==> src/rtl/ibt_scan_scheduler.sv <==
// Round-robin arbiter handing the shared IBT channel-select datapath to one of six requesters at a time.
// A grant is issued one cycle after REQ is seen in IDLE; ACK is awaited under a watchdog, and no new grant is issued while ENA is low or a transaction is open.
module ibt_scan_scheduler #(
    parameter int NCH     = 6,
    parameter int TMO_W   = 7,
    parameter int TMO_MAX = 127
) (
    input  logic             CLK,
    input  logic             RST,
    input  logic             ENA,
    input  logic [NCH-1:0]   REQ,
    input  logic             ACK,
    input  logic             CLR,
    output logic [2:0]       IBT,
    output logic             STB,
    output logic [NCH-1:0]   GNT,
    output logic             BUSY,
    output logic             DONE,
    output logic             ERR,
    output logic [TMO_W-1:0] WCNT
);

    typedef enum logic [2:0] {
        S_IDLE  = 3'd0,
        S_GRANT = 3'd1,
        S_WAIT  = 3'd2,
        S_DONE  = 3'd3,
        S_ERR   = 3'd4
    } state_t;

    state_t     state;
    logic [2:0] ch;
    logic [2:0] ptr;
    logic [2:0] pick;
    logic       pick_vld;
    logic [2:0] cand;
    int         idx;

    function automatic logic [2:0] next_ch(input logic [2:0] c);
        return (c == 3'(NCH - 1)) ? 3'd0 : c + 3'd1;
    endfunction

    // Search starts at ptr and wraps, so the most recently served channel is checked last.
    always_comb begin
        pick     = 3'd0;
        pick_vld = 1'b0;
        cand     = 3'd0;
        idx      = 0;
        for (int i = 0; i < NCH; i++) begin
            idx = int'(ptr) + i;
            if (idx >= NCH) idx = idx - NCH;
            cand = 3'(idx);
            if (!pick_vld && REQ[cand]) begin
                pick     = cand;
                pick_vld = 1'b1;
            end
        end
    end

    assign BUSY = (state != S_IDLE);

    always_ff @(posedge CLK or posedge RST) begin
        if (RST) begin
            state <= S_IDLE;
            ch    <= 3'd0;
            ptr   <= 3'd0;
            IBT   <= 3'b000;
            STB   <= 1'b0;
            GNT   <= '0;
            DONE  <= 1'b0;
            ERR   <= 1'b0;
            WCNT  <= '0;
        end else begin
            STB  <= 1'b0;
            DONE <= 1'b0;
            case (state)
                S_IDLE: begin
                    if (ENA && pick_vld) begin
                        ch    <= pick;
                        IBT   <= pick + 3'd2;
                        STB   <= 1'b1;
                        GNT   <= NCH'(1) << pick;
                        WCNT  <= '0;
                        state <= S_GRANT;
                    end
                end
                S_GRANT: state <= S_WAIT;
                S_WAIT: begin
                    // ACK takes precedence over a timeout landing in the same cycle.
                    if (ACK) begin
                        DONE  <= 1'b1;
                        ptr   <= next_ch(ch);
                        state <= S_DONE;
                    end else if (WCNT == TMO_W'(TMO_MAX)) begin
                        ERR   <= 1'b1;
                        IBT   <= 3'b000;
                        GNT   <= '0;
                        state <= S_ERR;
                    end else begin
                        WCNT <= WCNT + 1'b1;
                    end
                end
                S_DONE: begin
                    IBT   <= 3'b000;
                    GNT   <= '0;
                    state <= S_IDLE;
                end
                S_ERR: begin
                    // The timed-out channel drops to lowest priority once the error is cleared.
                    if (CLR) begin
                        ERR   <= 1'b0;
                        ptr   <= next_ch(ch);
                        state <= S_IDLE;
                    end
                end
                default: state <= S_IDLE;
            endcase
        end
    end

endmodule
==> config.mk <==
export PLATFORM = sky130hd
export DESIGN_NAME = ibt_scan_scheduler
export DESIGN_NICKNAME = d
export VERILOG_FILES = /design/src/rtl/ibt_scan_scheduler.sv
export SDC_FILE = /design/constraint.sdc
export NUM_CORES = 1
export LEC_CHECK = 0
export ABC_AREA = 0
export ABC_CLOCK_PERIOD_IN_PS = 3500
export BUFFER_PORTS_ARGS = -buffer_cell sky130_fd_sc_hd__buf_2
export CORE_ASPECT_RATIO = 0.9
export CORE_MARGIN = 5
export CORE_UTILIZATION = 58
export CTS_CLUSTER_DIAMETER = 50
export DETAILED_ROUTE_END_ITERATION = 6
export GPL_ROUTABILITY_DRIVEN = 1
export GPL_TIMING_DRIVEN = 0
export PLACE_DENSITY = 0.82
export SLEW_MARGIN = 20
export SYNTH_ARGS = -nofsm -noshare
export SYNTH_HDL_FRONTEND = slang
export SYNTH_SLANG_ARGS = --single-unit
==> constraint.sdc <==
create_clock -name CLK -period 3.5 [get_ports CLK]
set_input_delay 0.525 -clock CLK [delete_from_list [all_inputs] [get_ports CLK]]
set_output_delay 0.525 -clock CLK [all_outputs]
set_load 0.01 [all_outputs]
* Word-level counts from Yosys, hierarchy flattened
Cells that the tools add are included.
** Cells by class
- $add $sub $neg :: 14
- Magnitude comparators :: 12
- Equality and inequality tests :: 13
- Shift operators :: 1
- Multiplexer cells :: 59
- Reduce and logical (&&, ||, !) cells :: 22
** Operators by type and width (count)
- $mux 3 :: 22
- $lt 3x4->1 const B :: 6
- $mux 7 :: 3
- $ge 4x3->1 const B :: 5
- $mux 1 :: 19
- $bmux 1 s3 :: 6
- $mux 6 :: 3
- $pmux 6 s3 :: 1
- $sub 3x3->3 const B :: 6
- $pmux 7 s2 :: 1
- $ne 2x2->1 const B :: 6
- $pmux 3 s4 :: 1
- $reduce_and 4->1 :: 3
- $pmux 3 s3 :: 1
- $add 3x2->4 const B :: 2
- $add 3x3->4 const B :: 2
- $add 7x1->7 const B :: 1
- $eq 7x7->1 const B :: 1
- $eq 3x2->1 const B :: 2
- $eq 3x3->1 const B :: 2
- $logic_and 1x1->1 :: 6
- $pmux 3 s2 :: 1
- $reduce_and 3->1 :: 2
- $reduce_bool 3->1 :: 2
- 12 further kinds :: 17
** Storage, ports and cells
- Bits in registers :: 28
- Input bits :: 11
- Output and inout port bits :: 20
- Logic and storage cells :: 130

* Longest topological paths before layout
Gate-level depths: netlist of the first run.
- Depth in word-level cells :: 23
- Gate-level depth with buffers :: 14
- Depth with buffers taken out :: 11

* Worst setup path before layout of the first run
Ideal clock, no wire load.
- Path type :: register -> register
- Start point :: register ptr[0]
- End point :: register WCNT[3]
- Library setup time :: 0.119 ns
- Arrival :: 3.024 ns
- Data required time :: 3.381 ns
- Slack :: 0.357 ns
- Stages on the path, launching flop included :: 15
- Path buffers :: 4
- Period minus slack after synthesis :: 3.143 ns
- Path through :: dfrtp_1 > buf_6 > buf_6 > inv_1 > ha_1 > nor2b_1 > or4_4 > a211o_1 > and4b_4 > buf_6 > a311oi_4 > o21ai_2 > buf_6 > o21a_1 > o21a_1
** Between the ends
- Longest elaborated chain between the ends :: 23
- Elaborated cells on any way between the ends :: 54
- Those cells by class :: 11 x add/sub; 6 x order compare; 1 x eq/ne; 24 x mux; 12 x reduce/logical
** RTL lines
- start: declaration :: RTL line 33 : logic [2:0] ptr;
- start signal: assignment :: RTL line 92 : ptr <= next_ch(ch);
- start signal: assignment :: RTL line 112 : ptr <= next_ch(ch);
- branches (longest 19 deep; another with $add 3x1->4)
- $mux 1 * :: RTL line 53 : if (!pick_vld && REQ[cand]) begin
- $logic_and 1x1->1 * :: RTL line 78 : if (ENA && pick_vld) begin
- $ne 2x2->1 (no line) *
- $reduce_and 4->1 (no line) *
- end signal: assignment :: RTL line 100 : WCNT <= WCNT + 1'b1;
- end: declaration :: RTL line 20 : output logic [TMO_W-1:0] WCNT
Mark *: on every way between the ends. The select of a mux whose other input is x is not followed.
A chain may end at the register's enable or synchronous reset.

* Worst setup path in the final report of the first run
- Start point :: register ptr[2]
- End point :: register IBT[0]
** Between the ends
- Longest elaborated chain between the ends :: 23
- Elaborated cells on any way between the ends :: 63
- Those cells by class :: 12 x add/sub; 6 x order compare; 1 x eq/ne; 32 x mux; 12 x reduce/logical
** RTL lines
- branches (longest 23 deep; another with $add 3x1->4)
- end signal: assignment :: RTL line 80 : IBT <= pick + 3'd2;
- end: declaration :: RTL line 14 : output logic [2:0] IBT,
Parallel ways; which one is timed is not known. The select of a mux whose other input is x is not followed.

==> flow_summary.yaml, run 1 <==
run_status:
  outcome: "finished clean"
clocking:
  cts.sinks: 28
  clock_path_buffers: 2
  cts_buffers: 3
  hold_buffers: 0
  clk_latency_ns: 0.27
  clkTransAtPathRegs_ns: 0.09
  htreeDepth: 1
  cts-root-buf: "clkbuf_8"
  cts_tree: "done"
placement:
  io_buffers: 30
  place_area_sq_mm: 0.00250
  dp.cells: 330
  hpwlAfterDp_mm: 4.13
  post-place-ws_ns: -0.0505
  gp_congestion: 0.928
global_routing:
  track_usage: 0.200
  grt_pass1_vias: 1913
  overflow: 0
  antenna_found_initial: 0
  grt_pass1_wl_mm: 9.18
  grt_max_degree: 29
worst_setup_path:
  startpoint_type: "flip-flop"
  cp_common_cell: "buf_4"
  arrival_ns: 3.57
  crit_start: "ptr[2]$_DFFE_PP0P_"
  path_delay_family: "compound AO/OA/AOI/OAI gates"
  criticalPathCategory: "reg -> reg"
  crit_fanout: 10
  crit_slowest_cell: "or4bb_1"
  cp-end-kind: "flip-flop"
  r2r_start: "ptr[2]$_DFFE_PP0P_"
  required_ns: 3.71
  cp_slowest_stage_delay_ns: 0.50
  path_buf_inv: 5
  path_cells: "clkbuf_4, inv_1, ha_1, buf_4, or4bb_1, a31oi_1, a2111oi_2, buf_4, a21oi_1, a311oi_4, nand2_4, inv_6, nor2_4, a22o_1"
synth:
  yosys-top-cells-count: "28 x dfrtp_1, 22 x nand2_1, 14 x a21oi_1, 14 x nor2_1, 13 x nand3_1"
  yosysTopAreaCellShare: 0.305
  synth-edff-count: 0
  ys.flop_type: "dfrtp_1"
  synthCells: 254
  syn-num-nets: 274
  yosys.area.top_type: "dfrtp_1"
  yosysSeqAreaShare: 0.305
  yosys-top-cells-area: "dfrtp_1 31%, ha_1 4.9%, nand2_1 3.6%"
  synth-seq-cells: 28
  yosysMostFrequentCell: "dfrtp_1"
  syn_area_sq_mm: 0.00229
  yosys_warnings: 0
  ys_types: 69
  async_flop_share: 1.00
  synth.avg_cell_area_sq_um: 9.03
power:
  irDropWorstVdd_mv: 0.501
  p_leak_uw: 0.00120
  power.density_mw_per_mm2: 1080
final_layout:
  syn2layout_area_growth_pct: 15.9
  layout.nets: 314
  final_cells: 339
  drive_gt1_frac: 0.290
  design_area_sq_mm: 0.00266
  n_antenna_cell: 0
  nFillCells: 300
die:
  die_h_um: 69.7
  io_pins: 31
  die_w_um: 76.3
  coreArea_sq_mm: 0.00378
  dieArea_sq_mm: 0.00532
  rows: 21
  start_util: 0.606
timing:
  fmax_mhz: 298
  slew_violations: 0
  timing.hold.ws_ns: 0.294
  finalCritPeriodShare: 0.960
  fin_setup_tns_ns: 0
  hold_viol_final: 0
  min_period_ns: 3.36
  tightest_slew_ns: 0.617
  fin_ws_ns: 0.142
  setup_viol: 0
  fin_skew_ns: 0.00367
  relSlewSlack: 0.583
detailed_routing:
  wl_per_cell_um: 16.7
  dr_total_vias: 2167
  drc: 0
  wl_mm: 5.65
  ant_nets: 0
  firstDrtPassIters: 4
  drtIter0Drc: 136
  vias_per_cell: 6.39
job:
  max_cap_viol_count: 0
min_path:
  hp-class: "in -> async"
through the flow:
step,utilization,power [uW]
floorplan,-,2020
CTS,0.685,2710
detailed placement,0.661,2420
global placement,0.661,2390
global route,0.703,3080
finish,0.703,2870
report_power, final:
part / switching [uW] / internal (uW) / total [uW] / leakage (uW)
combinational: 1250 / 881 / 2140 / 0.000801
sequential: 74.4 / 415 / 489 / 0.000367
clock: 97.0 / 153 / 250 / 0.0000357
total: 1430 / 1450 / 2870 / 0.00120
cell families (layout without fill, tap and decap cells):
kind of cell / count (synthesis) / after routing / synth area share
xor+xnor: 8 / 8 / 0.0305
compound gates: 75 / 75 / 0.238
mux: 14 / 14 / 0.0698
simple gates: 97 / 97 / 0.242
buf+inv: 23 / 62 / 0.0649
fa+ha+maj: 9 / 9 / 0.0491
flops: 28 / 28 / 0.305
cell type report:
class	instances	area, sq um	area share
plain buffers	14	119	0.0447
clock buffers	3	41.3	0.0155
clock inverters	1	30.0	0.0113
inverters	9	38.8	0.0146
multi-input cells	203	1480	0.557
flip-flops and latches	28	703	0.264
well taps	46	57.6	0.0216
repair buffers	35	188	0.0706
sequential cells by signal, indices dropped and copies added, names as in the netlist:
name and flops:
ch 3, DONE 1, IBT 3, state 3
ERR 1, ptr 3, WCNT 7, STB 1
GNT 6
cell usage in the layout (no fill, tap or decap), types with 3 or more instances in the layout:
cell / n
a32o_1: 4
nand2_1: 22
o2bb2ai_1: 5
o21ai_0: 12
buf_2: 33
nor2_1: 14
nor4_1: 3
ha_1: 9
mux2_2: 5
dfrtp_1: 26
xor2_1: 3
a21oi_1: 14
a31oi_1: 5
clkbuf_8: 4
xnor2_1: 5
buf_6: 5
o21a_1: 5
o21ai_1: 3
nor3_1: 7
inv_1: 7
nand3_1: 12
nand3b_1: 6
mux2i_1: 7
a211o_1: 3
nand4_1: 5
a211oi_1: 3
buf_4: 7
what timing repair did:
action                                  4_1_cts  5_1_grt
pin swaps                                     1        3
endpoints found under the setup margin        8       13
gates cloned                                  0        0
gates resized for setup                       2       12
buffers inserted                              2        3
worst paths after layout:
path / endpoint / slack (ns) / cells past startpoint
max: IBT[0]$_DFFE_PP0P_ / 0.14 / 14
min: state[0]$_DFFE_PP0P_ / 0.29 / 2
max reg2reg: IBT[0]$_DFFE_PP0P_ / 0.14 / 14
min reg2reg: GNT[3]$_DFFE_PP0P_ / 0.49 / 1
max in group asynchronous: ptr[1]$_DFFE_PP0P_ / 2.80 / 2
min in group CLK: GNT[3]$_DFFE_PP0P_ / 0.49 / 1
worst register-to-register path: stages (launching register included):
cell and delay, ns:
dfrtp_2 0.44, clkbuf_4 0.23, inv_1 0.11, ha_1 0.18
buf_4 0.17, or4bb_1 0.50, a31oi_1 0.28, a2111oi_2 0.12
buf_4 0.16, a21oi_1 0.27, a311oi_4 0.19, nand2_4 0.16
inv_6 0.07, nor2_4 0.23, a22o_1 0.20
per-layer routing:
metal | routed length, um | part of all wire | vias up | track usage
met5 | 0 | 0 | - | 0
met4 | 36 | 0.0064 | 0 | 0.0214
met2 | 2700 | 0.48 | 82 | 0.311
met3 | 377 | 0.067 | 8 | 0.0403
met1 | 2540 | 0.45 | 1030 | 0.296
li1 | - | - | 1047 | -
Note: power is estimated with default switching activity, not from simulation.
==> run 2, diff against run 1 <==
--- a/config.mk
+++ b/config.mk
@@ -8,7 +8,6 @@
 export ABC_AREA = 0
 export ABC_CLOCK_PERIOD_IN_PS = 3500
 export BUFFER_PORTS_ARGS = -buffer_cell sky130_fd_sc_hd__buf_2
-export CORE_ASPECT_RATIO = 0.9
 export CORE_MARGIN = 5
 export CORE_UTILIZATION = 58
 export CTS_CLUSTER_DIAMETER = 50
==> run 2 against run 1 <==
- combinational power increased by 2%
- non-clock buffer count increased by 2
- cell count increased by 1.2%
- worst setup slack got worse by 0.029 ns
- die area about the same
- hold slack improved by 0.0051 ns
- clock skew decreased by 0.0011 ns
- maximum frequency decreased by 0.86%
- cell area increased by 1.3%
- count of clock-buffer cells in the layout unchanged
- largest power group unchanged
- highest routed layer unchanged
==> flow_summary.yaml, run 2 (synthesized netlist as in run 1, its figures left out) <==
final_layout:
  design_area_sq_mm: 0.00270
  drive_gt1_frac: 0.295
  syn2layout_area_growth_pct: 17.4
  final_common_cell: "buf_2"
  top_regs: "WCNT x7, GNT x6"
  largest-register: "WCNT"
  layout.nets: 316
  multi_input_area_sq_mm: 0.00150
  largest_register_ffs: 7
  nFillCells: 299
  register_area_sq_um: 702
  n_antenna_cell: 0
  most-common-layout-cells: "32 x buf_2, 27 x dfrtp_1, 22 x nand2_1"
global_routing:
  overflow: 0
  grt_pass1_wl_mm: 9.22
  track_usage: 0.213
  antenna_found_initial: 0
  grt_max_degree: 29
  grt_pass1_vias: 2020
worst_setup_path:
  crit_slowest_cell: "dfrtp_2"
  crit_fanout: 10
  arrival_ns: 3.55
  cp-end-kind: "flip-flop"
  required_ns: 3.67
  path_cells: "inv_1, ha_1, nor2b_1, or4_4, a211o_1, and4b_4, buf_6, a311oi_4, o21ai_2, buf_6, o21a_1, o21a_1"
  startpoint_type: "flip-flop"
  criticalPathCategory: "reg -> reg"
  cp_slowest_stage_delay_ns: 0.49
  rr_worst_depth: 12
  reg2reg_slack_ns: 0.11
  r2r_end: "WCNT[3]$_DFFE_PP0P_"
  r2r_start: "ptr[1]$_DFFE_PP0P_"
timing:
  fmax_mhz: 295
  finalCritPeriodShare: 0.968
  setup_viol: 0
  min_period_ns: 3.39
  tightest_slew_ns: 0.603
  fin_ws_ns: 0.113
  hold_viol_final: 0
  fin_skew_ns: 0.00253
  slew_violations: 0
  relSlewSlack: 0.593
detailed_routing:
  drtIter0Drc: 118
  dr_total_vias: 2154
  vias_per_cell: 6.28
  firstDrtPassIters: 4
  wl_per_cell_um: 16.1
  wl_mm: 5.53
  drc: 0
  ant_nets: 0
placement:
  hpwlAfterDp_mm: 4.11
  post-place-ws_ns: -0.00821
  io_buffers: 30
  place_area_sq_mm: 0.00250
  gp_congestion: 0.941
clocking:
  cts.sinks: 28
  cts_tree: "done"
  htreeDepth: 1
  clkTransAtPathRegs_ns: 0.09
  clock_path_buffers: 2
  cts_buffers: 3
  clk_latency_ns: 0.27
  cts-root-buf: "clkbuf_8"
power:
  p_clk_frac: 0.085
  irDropWorstVdd_mv: 0.617
  p_int_uw: 1490
  power.density_mw_per_mm2: 1090
  p_leak_uw: 0.00121
  p_sw_uw: 1440
  p_sw_frac: 0.492
  p_seq_frac: 0.167
  combPwrFrac: 0.747
die:
  dieArea_sq_mm: 0.00531
  coreArea_sq_mm: 0.00374
  start_util: 0.613
  die_w_um: 72.9
  rows: 22
  io_pins: 31
  die_h_um: 72.9
run_status:
  outcome: "finished clean"
job:
  max_cap_viol_count: 0
min_path:
  hp-class: "in -> async"
run 2: cell count changes in the layout (fill, tap and decap cells not counted), sizes merged:
cell,before,now
clkbuf,7,8
buf,45,46
run 2: per-stage QoR:
step | total power [uW] | utilization | instances | setup TNS [ns] | hold WS [ns]
final | 2930 | 0.720 | 343 | 0 | 0.299
after global routing | 3140 | 0.720 | 343 | -0.145 | 0.348
after CTS | 2680 | 0.689 | 336 | 0 | 0.500
after detailed placement | 2410 | 0.669 | 332 | -0.00821 | 0.477
after global placement | 2380 | 0.669 | 332 | 0 | 0.458
after floorplan | 2020 | - | 254 | 0 | 0.489
run 2: layer usage:
layer,GRT usage,part of all wire,vias to the layer above
li1,-,-,1044
met1,0.307,0.44,1043
met2,0.341,0.49,65
met3,0.0317,0.066,2
met4,0.0430,0.0049,0
met5,0,0,-
run 2: area by class of cell:
class                      count  share of cell area
timing repair buffer          37              0.0752
inverter                       9              0.0135
buffer                        14              0.0450
sequential                    28               0.260
clock buffer                   3              0.0153
clock inverter                 1              0.0111
tap                           48              0.0223
multi-input combinational    203               0.557
run 2: power by group through the flow:
stage	clock network (uW)	registers [uW]	logic, uW
2_1_floorplan	0	499	1520
3_3_place_gp	0	490	1890
3_5_place_dp	0	494	1920
4_1_cts	256	489	1940
5_1_grt	271	502	2370
6_report	250	490	2190
run 2: repair_timing:
| item | in CTS | in global routing |
|---|---|---|
| resized for setup | 2 | 14 |
| setup buffers | 0 | 7 |
| pin swaps | 1 | 4 |
| gates cloned | 0 | 0 |
| setup endpoints to repair | 5 | 18 |
| hold buffers | 0 | 0 |
run 2: worst max path at each step:
stage | from | end | cells past startpoint
after floorplan | ptr[0]$_DFFE_PP0P_ | WCNT[3]$_DFFE_PP0P_ | 14
after global placement | ptr[0]$_DFFE_PP0P_ | IBT[0]$_DFFE_PP0P_ | 14
after detailed placement | ptr[0]$_DFFE_PP0P_ | IBT[0]$_DFFE_PP0P_ | 14
after CTS | ptr[0]$_DFFE_PP0P_ | IBT[0]$_DFFE_PP0P_ | 14
after global routing | ptr[1]$_DFFE_PP0P_ | WCNT[3]$_DFFE_PP0P_ | 12
final | ptr[1]$_DFFE_PP0P_ | WCNT[3]$_DFFE_PP0P_ | 12
run 2: critical path: cells and delay by family (launching register included):
kind                     cells  cell delay [ns]
AO/OA/AOI/OAI                5             1.18
adder cells (fa/ha/maj)      1             0.41
buffers and inverters        3             0.46
flip-flops                   1             0.49
AND/OR/NAND/NOR              3             0.74
